===== config.mk =====
export PLATFORM = sky130hd
export DESIGN_NAME = uart_tx_slave
export DESIGN_NICKNAME = d
export VERILOG_FILES = /design/src/rtl/uart_tx_slave.sv
export SDC_FILE = /design/constraint.sdc
export NUM_CORES = 1
export LEC_CHECK = 0
export CAP_MARGIN = 25
export CORE_UTILIZATION = 52
export DETAILED_ROUTE_END_ITERATION = 16
export HOLD_SLACK_MARGIN = 0.15
export PLACE_DENSITY = 0.8
export SLEW_MARGIN = 20
export SYNTH_ARGS = -nofsm -noshare
export SYNTH_HDL_FRONTEND = slang
export SYNTH_SLANG_ARGS = --single-unit

===== constraint.sdc =====
create_clock -name clk -period 3.5 [get_ports clk]
set_clock_uncertainty 0.1 [all_clocks]
set_input_delay 0.875 -clock clk [delete_from_list [all_inputs] [get_ports clk]]
set_output_delay 0.875 -clock clk [all_outputs]
set_load 0.05 [all_outputs]

===== src/rtl/uart_tx_slave.sv =====
// rtl/uart_tx_slave.sv - memory-mapped 8N1 UART transmitter with TX FIFO
//
// Stores to the TXDATA register are queued in a TX FIFO. A serialiser then drains
// the FIFO and sends each byte 8N1, LSB first, on tx.
//
// Ports:
//   clk, rst           system clock; synchronous active-high reset
//   address[1:0]       word offset (0 TXDATA, 1 STATUS, 2 BAUD, 3 reserved)
//   we, mem_read       write / read strobes
//   mask_byte[3:0]     byte enables (only bit 0 matters, for TXDATA)
//   write_data[31:0]   store data
//   read_data[31:0]    combinational load data, 0 when mem_read=0
//   tx                 serial line, idle high
//   tx_empty           FIFO empty and serialiser idle
module uart_tx_slave #(
  parameter int          FIFO_DEPTH  = 16,
  parameter logic [15:0] DEFAULT_DIV = 16'd868
) (
  input  logic        clk,
  input  logic        rst,
  input  logic [1:0]  address,
  input  logic        we,
  input  logic        mem_read,
  input  logic [3:0]  mask_byte,
  input  logic [31:0] write_data,
  output logic [31:0] read_data,
  output logic        tx,
  output logic        tx_empty
);

  localparam int         AW      = $clog2(FIFO_DEPTH);
  localparam logic [AW:0] DEPTH_C = (AW+1)'(FIFO_DEPTH);

  typedef enum logic [1:0] {S_IDLE, S_START, S_DATA, S_STOP} state_t;

  state_t          state_q, state_d;
  logic [7:0]      mem [FIFO_DEPTH];
  logic [AW-1:0]   wr_ptr_q, wr_ptr_d, rd_ptr_q, rd_ptr_d;
  logic [AW:0]     count_q, count_d;
  logic            overflow_q, overflow_d;
  logic [15:0]     baud_q, baud_d;
  logic [15:0]     bit_div_q, bit_div_d;
  logic [15:0]     baud_cnt_q, baud_cnt_d;
  logic [7:0]      shift_q, shift_d;
  logic [2:0]      bit_idx_q, bit_idx_d;

  logic empty, full, busy, pop, push_req, push, cnt_done;
  logic unused_bits;

  assign unused_bits = ^{mask_byte[3:1], write_data[31:16]};

  assign empty    = (count_q == '0);
  assign full     = (count_q == DEPTH_C);
  assign busy     = (state_q != S_IDLE);
  assign pop      = (state_q == S_IDLE) && !empty;
  assign push_req = we && (address == 2'd0) && mask_byte[0];
  // A full FIFO still accepts a byte when the head leaves in the same cycle.
  assign push     = push_req && (!full || pop);
  assign cnt_done = (baud_cnt_q == 16'd0);
  assign tx_empty = empty && !busy;

  // FIFO bookkeeping and register writes
  always_comb begin
    wr_ptr_d = push ? wr_ptr_q + AW'(1) : wr_ptr_q;
    rd_ptr_d = pop  ? rd_ptr_q + AW'(1) : rd_ptr_q;
    count_d  = count_q;
    if (push && !pop)      count_d = count_q + (AW+1)'(1);
    else if (pop && !push) count_d = count_q - (AW+1)'(1);
    // Setting on a dropped byte wins over a simultaneous clear.
    overflow_d = (push_req && !push) ||
                 (overflow_q && !(we && address == 2'd1 && write_data[3]));
    baud_d = baud_q;
    if (we && address == 2'd2)
      baud_d = (write_data[15:0] == 16'd0) ? 16'd1 : write_data[15:0];
  end

  // Serialiser next state
  always_comb begin
    state_d    = state_q;
    shift_d    = shift_q;
    bit_div_d  = bit_div_q;
    bit_idx_d  = bit_idx_q;
    baud_cnt_d = cnt_done ? bit_div_q - 16'd1 : baud_cnt_q - 16'd1;
    case (state_q)
      S_IDLE: begin
        baud_cnt_d = baud_cnt_q;
        if (!empty) begin
          // bit_div is frozen per frame so BAUD writes only affect later frames.
          shift_d    = mem[rd_ptr_q];
          bit_div_d  = baud_q;
          baud_cnt_d = baud_q - 16'd1;
          state_d    = S_START;
        end
      end
      S_START: begin
        if (cnt_done) begin
          bit_idx_d = 3'd0;
          state_d   = S_DATA;
        end
      end
      S_DATA: begin
        if (cnt_done) begin
          shift_d = {1'b0, shift_q[7:1]};
          if (bit_idx_q == 3'd7) state_d = S_STOP;
          else                   bit_idx_d = bit_idx_q + 3'd1;
        end
      end
      S_STOP: begin
        if (cnt_done) state_d = S_IDLE;
      end
      default: state_d = S_IDLE;
    endcase
  end

  // Serialiser output
  always_comb begin
    tx = 1'b1;
    case (state_q)
      S_START: tx = 1'b0;
      S_DATA:  tx = shift_q[0];
      default: tx = 1'b1;
    endcase
  end

  always_comb begin
    read_data = 32'd0;
    if (mem_read) begin
      case (address)
        2'd1:    read_data = {28'd0, overflow_q, busy, full, empty};
        2'd2:    read_data = {16'd0, baud_q};
        default: read_data = 32'd0;
      endcase
    end
  end

  always_ff @(posedge clk) begin
    if (push) mem[wr_ptr_q] <= write_data[7:0];
  end

  always_ff @(posedge clk) begin
    if (rst) begin
      state_q    <= S_IDLE;
      wr_ptr_q   <= '0;
      rd_ptr_q   <= '0;
      count_q    <= '0;
      overflow_q <= 1'b0;
      baud_q     <= DEFAULT_DIV;
      bit_div_q  <= DEFAULT_DIV;
      baud_cnt_q <= 16'd0;
      shift_q    <= 8'd0;
      bit_idx_q  <= 3'd0;
    end else begin
      state_q    <= state_d;
      wr_ptr_q   <= wr_ptr_d;
      rd_ptr_q   <= rd_ptr_d;
      count_q    <= count_d;
      overflow_q <= overflow_d;
      baud_q     <= baud_d;
      bit_div_q  <= bit_div_d;
      baud_cnt_q <= baud_cnt_d;
      shift_q    <= shift_d;
      bit_idx_q  <= bit_idx_d;
    end
  end

endmodule

Word level (Yosys, flattened, before mapping)

Memory sizes are Yosys's and may differ from the RTL's. A register that Yosys moved wholly into a read port is not among the register bits.
Cells that the tools add are included.

RAM bits: 128
ROM bits: 0
Memories kept: 1
Input port bits: 42
Bits in latches: 0
Register bits: 75

Memories:

| name | words | bits a word | read ports | clocked after memory_dff | wr ports | line | source |
|---|---|---|---|---|---|---|---|
| mem  | 16    | 8           | 1          | 1                        | 1        | 37   | `logic [7:0] mem [FIFO_DEPTH];` |

Bitwise operators: 1
Multiply operators: 0
Divide/modulo/power cells: 0
Order comparisons: 0
Eq/ne operators: 13
Add/subtract/negate cells: 8
Shifts and indexed selects: 0
Multiplexer cells: 26
Reduce and logical (&&, ||, !) cells: 33

Operator list:

| operator                                             | number |
|---|---|
| two-way mux 16 bit                                   | 5 |
| subtractor 16 x 1 -> 16 bit (second input constant)  | 3 |
| zero test 16 bit                                     | 2 |
| one-hot mux 16 bit (2 select lines)                  | 1 |
| two-way mux 8 bit                                    | 2 |
| one-hot mux 8 bit (2 select lines)                   | 1 |
| logical AND 1 bit                                    | 12 |
| inequality test 2 bit (second input constant)        | 6 |
| two-way mux 2 bit                                    | 5 |
| two-way mux 5 bit                                    | 2 |
| two-way mux 3 bit                                    | 3 |
| adder 4 x 1 -> 4 bit (second input constant)         | 2 |
| two-way mux 4 bit                                    | 2 |
| one-hot mux 2 bit (4 select lines)                   | 1 |
| nonzero test 2 bit                                   | 4 |
| equality test 2 bit (second input constant)          | 3 |
| zero test 1 bit                                      | 6 |
| one-hot mux 3 bit (2 select lines)                   | 1 |
| adder 5 x 1 -> 5 bit (second input constant)         | 1 |
| equality test 5 bit (second input constant)          | 1 |
| zero test 5 bit                                      | 1 |
| AND reduction 5 bit                                  | 1 |
| subtractor 5 x 1 -> 5 bit (second input constant)    | 1 |
| equality test 2 x 1 -> 1 bit (second input constant) | 2 |
| other kinds (10)                                     | 13 |

Longest topological paths before layout

Depth in word-level cells: 9
Gate-level depth with buffers: 17
Gate-level depth less buffers: 14

Least setup slack after synthesis

OpenSTA, ideal clock, no wires.

Path kind: register to register
Start: reg state_q[0]
End: reg count_q[4]
Arrival: 3215 ps
Cell stages (with the launch flop): 17
Path slack: 115 ps
Path buffers: 3
Path through: dfxtp_1 -> inv_1 -> ha_1 -> clkbuf_8 -> inv_1 -> clkbuf_1 -> nor2_1 -> clkinv_1 -> clkbuf_1 -> ha_1 -> inv_1 -> fa_1 -> a21o_1 -> a21oi_1 -> xnor2_1 -> or3_1 -> a21oi_1

Cells in the longest elaborated chain, start to end: 7
Elaborated cells between the ends (all ways): 10
Those cells by class: mux (1); reduce/logical (9)

Ends and longest elaborated chain:

| element                      | line | source |
|---|---|---|
| from (decl)                  | 36   | `state_t state_q, state_d;` |
| from (signal assigned)       | 153  | `state_q <= state_d;` |
| zero test 2 bit (*)          | 55   | `assign pop = (state_q == S_IDLE) && !empty;` |
| logical AND 1 bit (*)        | 55   |  |
| logical OR 1 bit             | 58   | `assign push = push_req && (!full \|\| pop);` |
| logical AND 1 bit            | 58   |  |
| zero test 1 bit              | 68   | `else if (pop && !push) count_d = count_q - (AW+1)'(1);` |
| logical AND 1 bit            | 68   |  |
| nonzero test 2 bit (no line) | -    |  |
| to (signal assigned)         | 156  | `count_q <= count_d;` |
| to (decl)                    | 39   | `logic [AW:0] count_q, count_d;` |

Mark *: on every way between the ends. The rest lies on a longest branch, timed or not.
A chain may end at the register's enable or synchronous reset.

Final worst setup path

Start: in address[0]
End: out read_data[9]

Cells in the longest elaborated chain, start to end: 3
Elaborated cells between the ends (all ways): 4
Those cells by class: eq/ne (2); mux (2)

Ends and longest elaborated chain:

| element                                                                    | line | source |
|---|---|---|
| from (decl)                                                                | 21   | `input logic [1:0] address,` |
| equality test 2 bit / equality test 2 x 1 -> 1 bit (equally long branches) | 128  | `case (address)` |
| one-hot mux 16 bit (2 select lines) (*)                                    | 128  |  |
| two-way mux 16 bit (*)                                                     | 127  | `if (mem_read) begin` |
| to (decl)                                                                  | 26   | `output logic [31:0] read_data,` |

Marked as above.

==> summary.txt <==
STA
  – Hold Vio Cnt, Final: 0
  – RSZ-0062 raised after global routing: no
  – # setup viols final: 0
  – Final min period: 3380 ps
  – Fmax achieved: 296 MHz
  – Worst slew margin: 48.8%
  – Final Slew Violations: 0
  – Worst-Margin Slew: 767 ps
  – Worst setup margin: 121 ps
  – Fin crit share: 96.5%

Placed design
  – Placer Congestion: 0.845
  – Port buffer count: 40
  – DPL Wire Length: 13.6 mm
  – Pre-CTS WS: -37.6 ps

Logic synthesis
  – Mapped Cells: 729
  – Yosys top cell area share: 41.8%
  – Ys flop type: edfxtp_1
  – Syn_area_per_cell: 12.6 um^2
  – Post-synth cell types: 61
  – #FFs+latches synth: 207
  – Post-synthesis cell area: 9190 um^2
  – YS warnings: 0
  – Post-synth EDFFs: 128
  – Sequential element share of the synthesized area: 59.1%
  – Post-synth ARST share: 0%
  – Synth area leader: edfxtp_1
  – Top area cells in the synthesized netlist: edfxtp_1 42%, dfxtp_1 17%, mux4_2 9.8%

Final layout
  – Antenna cells: 0
  – Nets: 856
  – Share of layout cells above drive strength 1: 18.1%
  – P&R area growth vs syn: 17.2%
  – Post-layout util: 62.2%

Global route
  – First-pass GRT wire length: 32.1 mm
  – Pin count of the biggest net entering global routing: 33
  – Initial antenna violation count: 1
  – Vias in the first global route: 5839
  – Overflow after GRT: 0
  – GRT Resource Usage Total: 23.5%

Critical path
  – Crit Path Class: input port to output port
  – Worst R2R End: count_q[4]$_SDFFE_PP0P_
  – R2r startpoint: count_q[0]$_SDFFE_PP0P_
  – Worst setup SP type: input port
  – Worst EP arrival: 2400 ps
  – Critical Path RT: 2520 ps
  – Crit path max fanout: 10
  – R2r setup slk: 460 ps
  – Setup crit end kind: output port
  – Reg2Reg Depth: 13

Run status
  – Status: complete, no violations

Power and ir drop
  – Clock power frac: 27.4%
  – Combinational power share: 33.7%
  – Leak: 3.80 nW
  – Internal power: 0.00514 W
  – Reg power frac: 38.9%
  – Power Dens Cells: 722 nW/um^2
  – P_sw: 0.00263 W
  – VDD IR-drop max: 0.513 mV
  – Sw frac: 33.9%

Detailed routing
  – Via count: 6042
  – DR vias/cell: 5.84
  – Post-DRT Antenna Nets: 0
  – Pre-Repair DR Iteration Count: 8
  – Drt total wl: 20.7 mm
  – DRC Markers: 0
  – Initial DRC count: 477
  – Drt wl/cell: 20.0 um

CTS
  – Clock Pin Slew Worst Setup and Hold Paths: 60 ps
  – Clk root buf: clkbuf_16
  – Hold Buf Count CTS: 0
  – Clock sink count: 207
  – Clk_lat worst skew: 520 ps
  – Num CTS Buffers: 22
  – H-tree levels: 1
  – CTS tree: yes
  – Clock Path Buffers: 3
  – # resized after CTS: 0
  – Postcts setup bufs: 0

Die
  – Die area: 18200 um^2
  – CORE AREA: 17300 um^2
  – Die width: 135 um
  – Site row count: 48
  – Ports: 76
  – Initial Utilization: 53.1%
  – Die H: 135 um

Hold path
  – Hold Crit Start: bit_div_q[13]$_SDFFE_PP0N_
  – Hold crit path type: flip-flop to flip-flop
  – WHS Endpoint: bit_div_q[13]$_SDFFE_PP0N_
  – Hold path depth: 2

Job
  – Max-Cap Viols: 0
critical path: stages:
cell and delay, ps:
clkdlybuf4s50_1 420, inv_1 90, ha_1 410, buf_4 230
and3_1 220, buf_12 150
cells in the final DEF (no fill, tap or decap), types with 4 or more instances in the layout:
master,n
nand3b_1,11
inv_1,12
clkinv_2,6
a211oi_1,16
a21o_1,4
edfxtp_1,128
nor3_1,11
o211ai_1,5
nand2b_1,10
a311oi_1,7
nand3_1,6
conb_1,16
o21ai_0,12
nor4_1,12
ha_1,19
and3_1,14
dfxtp_1,78
a21oi_1,42
clkbuf_16,22
buf_4,43
xor2_1,6
clkdlybuf4s50_1,21
xnor2_1,8
a22oi_1,6
a31o_2,4
nor2_1,68
nand2_1,91
nand4_1,5
or3_1,4
clkbuf_1,9
mux2i_1,12
mux4_2,40
buf_12,19
power by group through the flow:
stage	logic (W)	clock network [W]	registers, W
4_1_cts	0.00263	0.00217	0.00302
5_1_grt	0.00287	0.00225	0.00306
3_5_place_dp	0.00259	0	0.00306
3_3_place_gp	0.00252	0	0.00306
6_report	0.00262	0.00213	0.00302
2_1_floorplan	0.00202	0	0.00298
sequential cells by signal, indices dropped and copies added (netlist names), 3 cells and up, named ones only:
signal      count
baud_q         16
rd_ptr_q        4
wr_ptr_q        4
bit_div_q      16
shift_q         8
bit_idx_q       3
mem           128
count_q         5
baud_cnt_q     16
worst max path at each step:
stage | start | endpoint | slack [ps] | cells after the start
after detailed placement | address[0] | count_q[4]$_SDFFE_PP0P_ | -40 | 13
after floorplan | state_q[0]$_SDFFE_PP0P_ | count_q[4]$_SDFFE_PP0P_ | 110 | 16
after global routing | address[0] | read_data[9] | 40 | 6
after global placement | address[0] | count_q[4]$_SDFFE_PP0P_ | 10 | 13
final | address[0] | read_data[9] | 120 | 6
after CTS | address[0] | read_data[9] | 130 | 6
layer usage:
layer | track usage (%) | up-vias | wire (um) | part of all wire, %
met4 | 8.74 | 2 | 595 | 2.9
li1 | - | 2827 | - | -
met5 | 0 | - | 13 | 0.063
met2 | 39.5 | 251 | 10300 | 50
met1 | 30.7 | 2912 | 8330 | 40
met3 | 4.02 | 50 | 1440 | 6.9
logic make-up (layout without fill, tap and decap cells):
logic type	count (synthesis)	in the layout	synth area share [%]
mux	56	56	11.6
buf+inv	71	137	4.24
flops	207	207	59.1
simple gates	244	244	12.5
other cells	1	16	0.0408
fa+ha+maj	20	20	2.81
compound gates	116	116	8.38
xor+xnor	14	14	1.33
per-stage QoR:
stage	instance area, um^2	cells	TNS [ps]	hold slack [ps]	power [W]
global placement	10100	995	0	343	0.00558
finish	10800	1035	0	358	0.00778
CTS	10800	1035	0	357	0.00782
global route	10800	1035	0	369	0.00818
detailed placement	10100	995	-37.6	349	0.00565
floorplan	9240	744	0	336	0.00500
final cells by class:
class | instances | area (um^2)
clock inverters | 8 | 63.8
well taps | 225 | 282
flip-flops and latches | 207 | 5430
multi-input cells | 466 | 3430
fillers | 1274 | 6530
clock buffers | 32 | 598
inverters | 13 | 48.8
repair buffers | 84 | 918
synthesized netlist by cell type, types with 2 or more instances:
cell and number:
edfxtp_1 128, nand2_1 91, dfxtp_1 79, nor2_1 68
a21oi_1 42, mux4_2 40, clkbuf_1 27, ha_1 19
buf_4 17, a211oi_1 16, and3_1 14, inv_1 12
mux2i_1 12, nor4_1 12, o21ai_0 12, nand3b_1 11
nor3_1 11, nand2b_1 10, xnor2_1 8, a311oi_1 7
a22oi_1 6, nand3_1 6, xor2_1 6, nand4_1 5
o211ai_1 5, a21o_1 4, a31o_2 4, buf_1 4
buf_2 4, clkbuf_8 4, or3_1 4, a211o_1 3
a31oi_1 3, and4_1 3, mux2_2 3, o21bai_1 2
or4_1 2, or4_4 2
No activity file was read; power rests on OpenSTA's default activity.
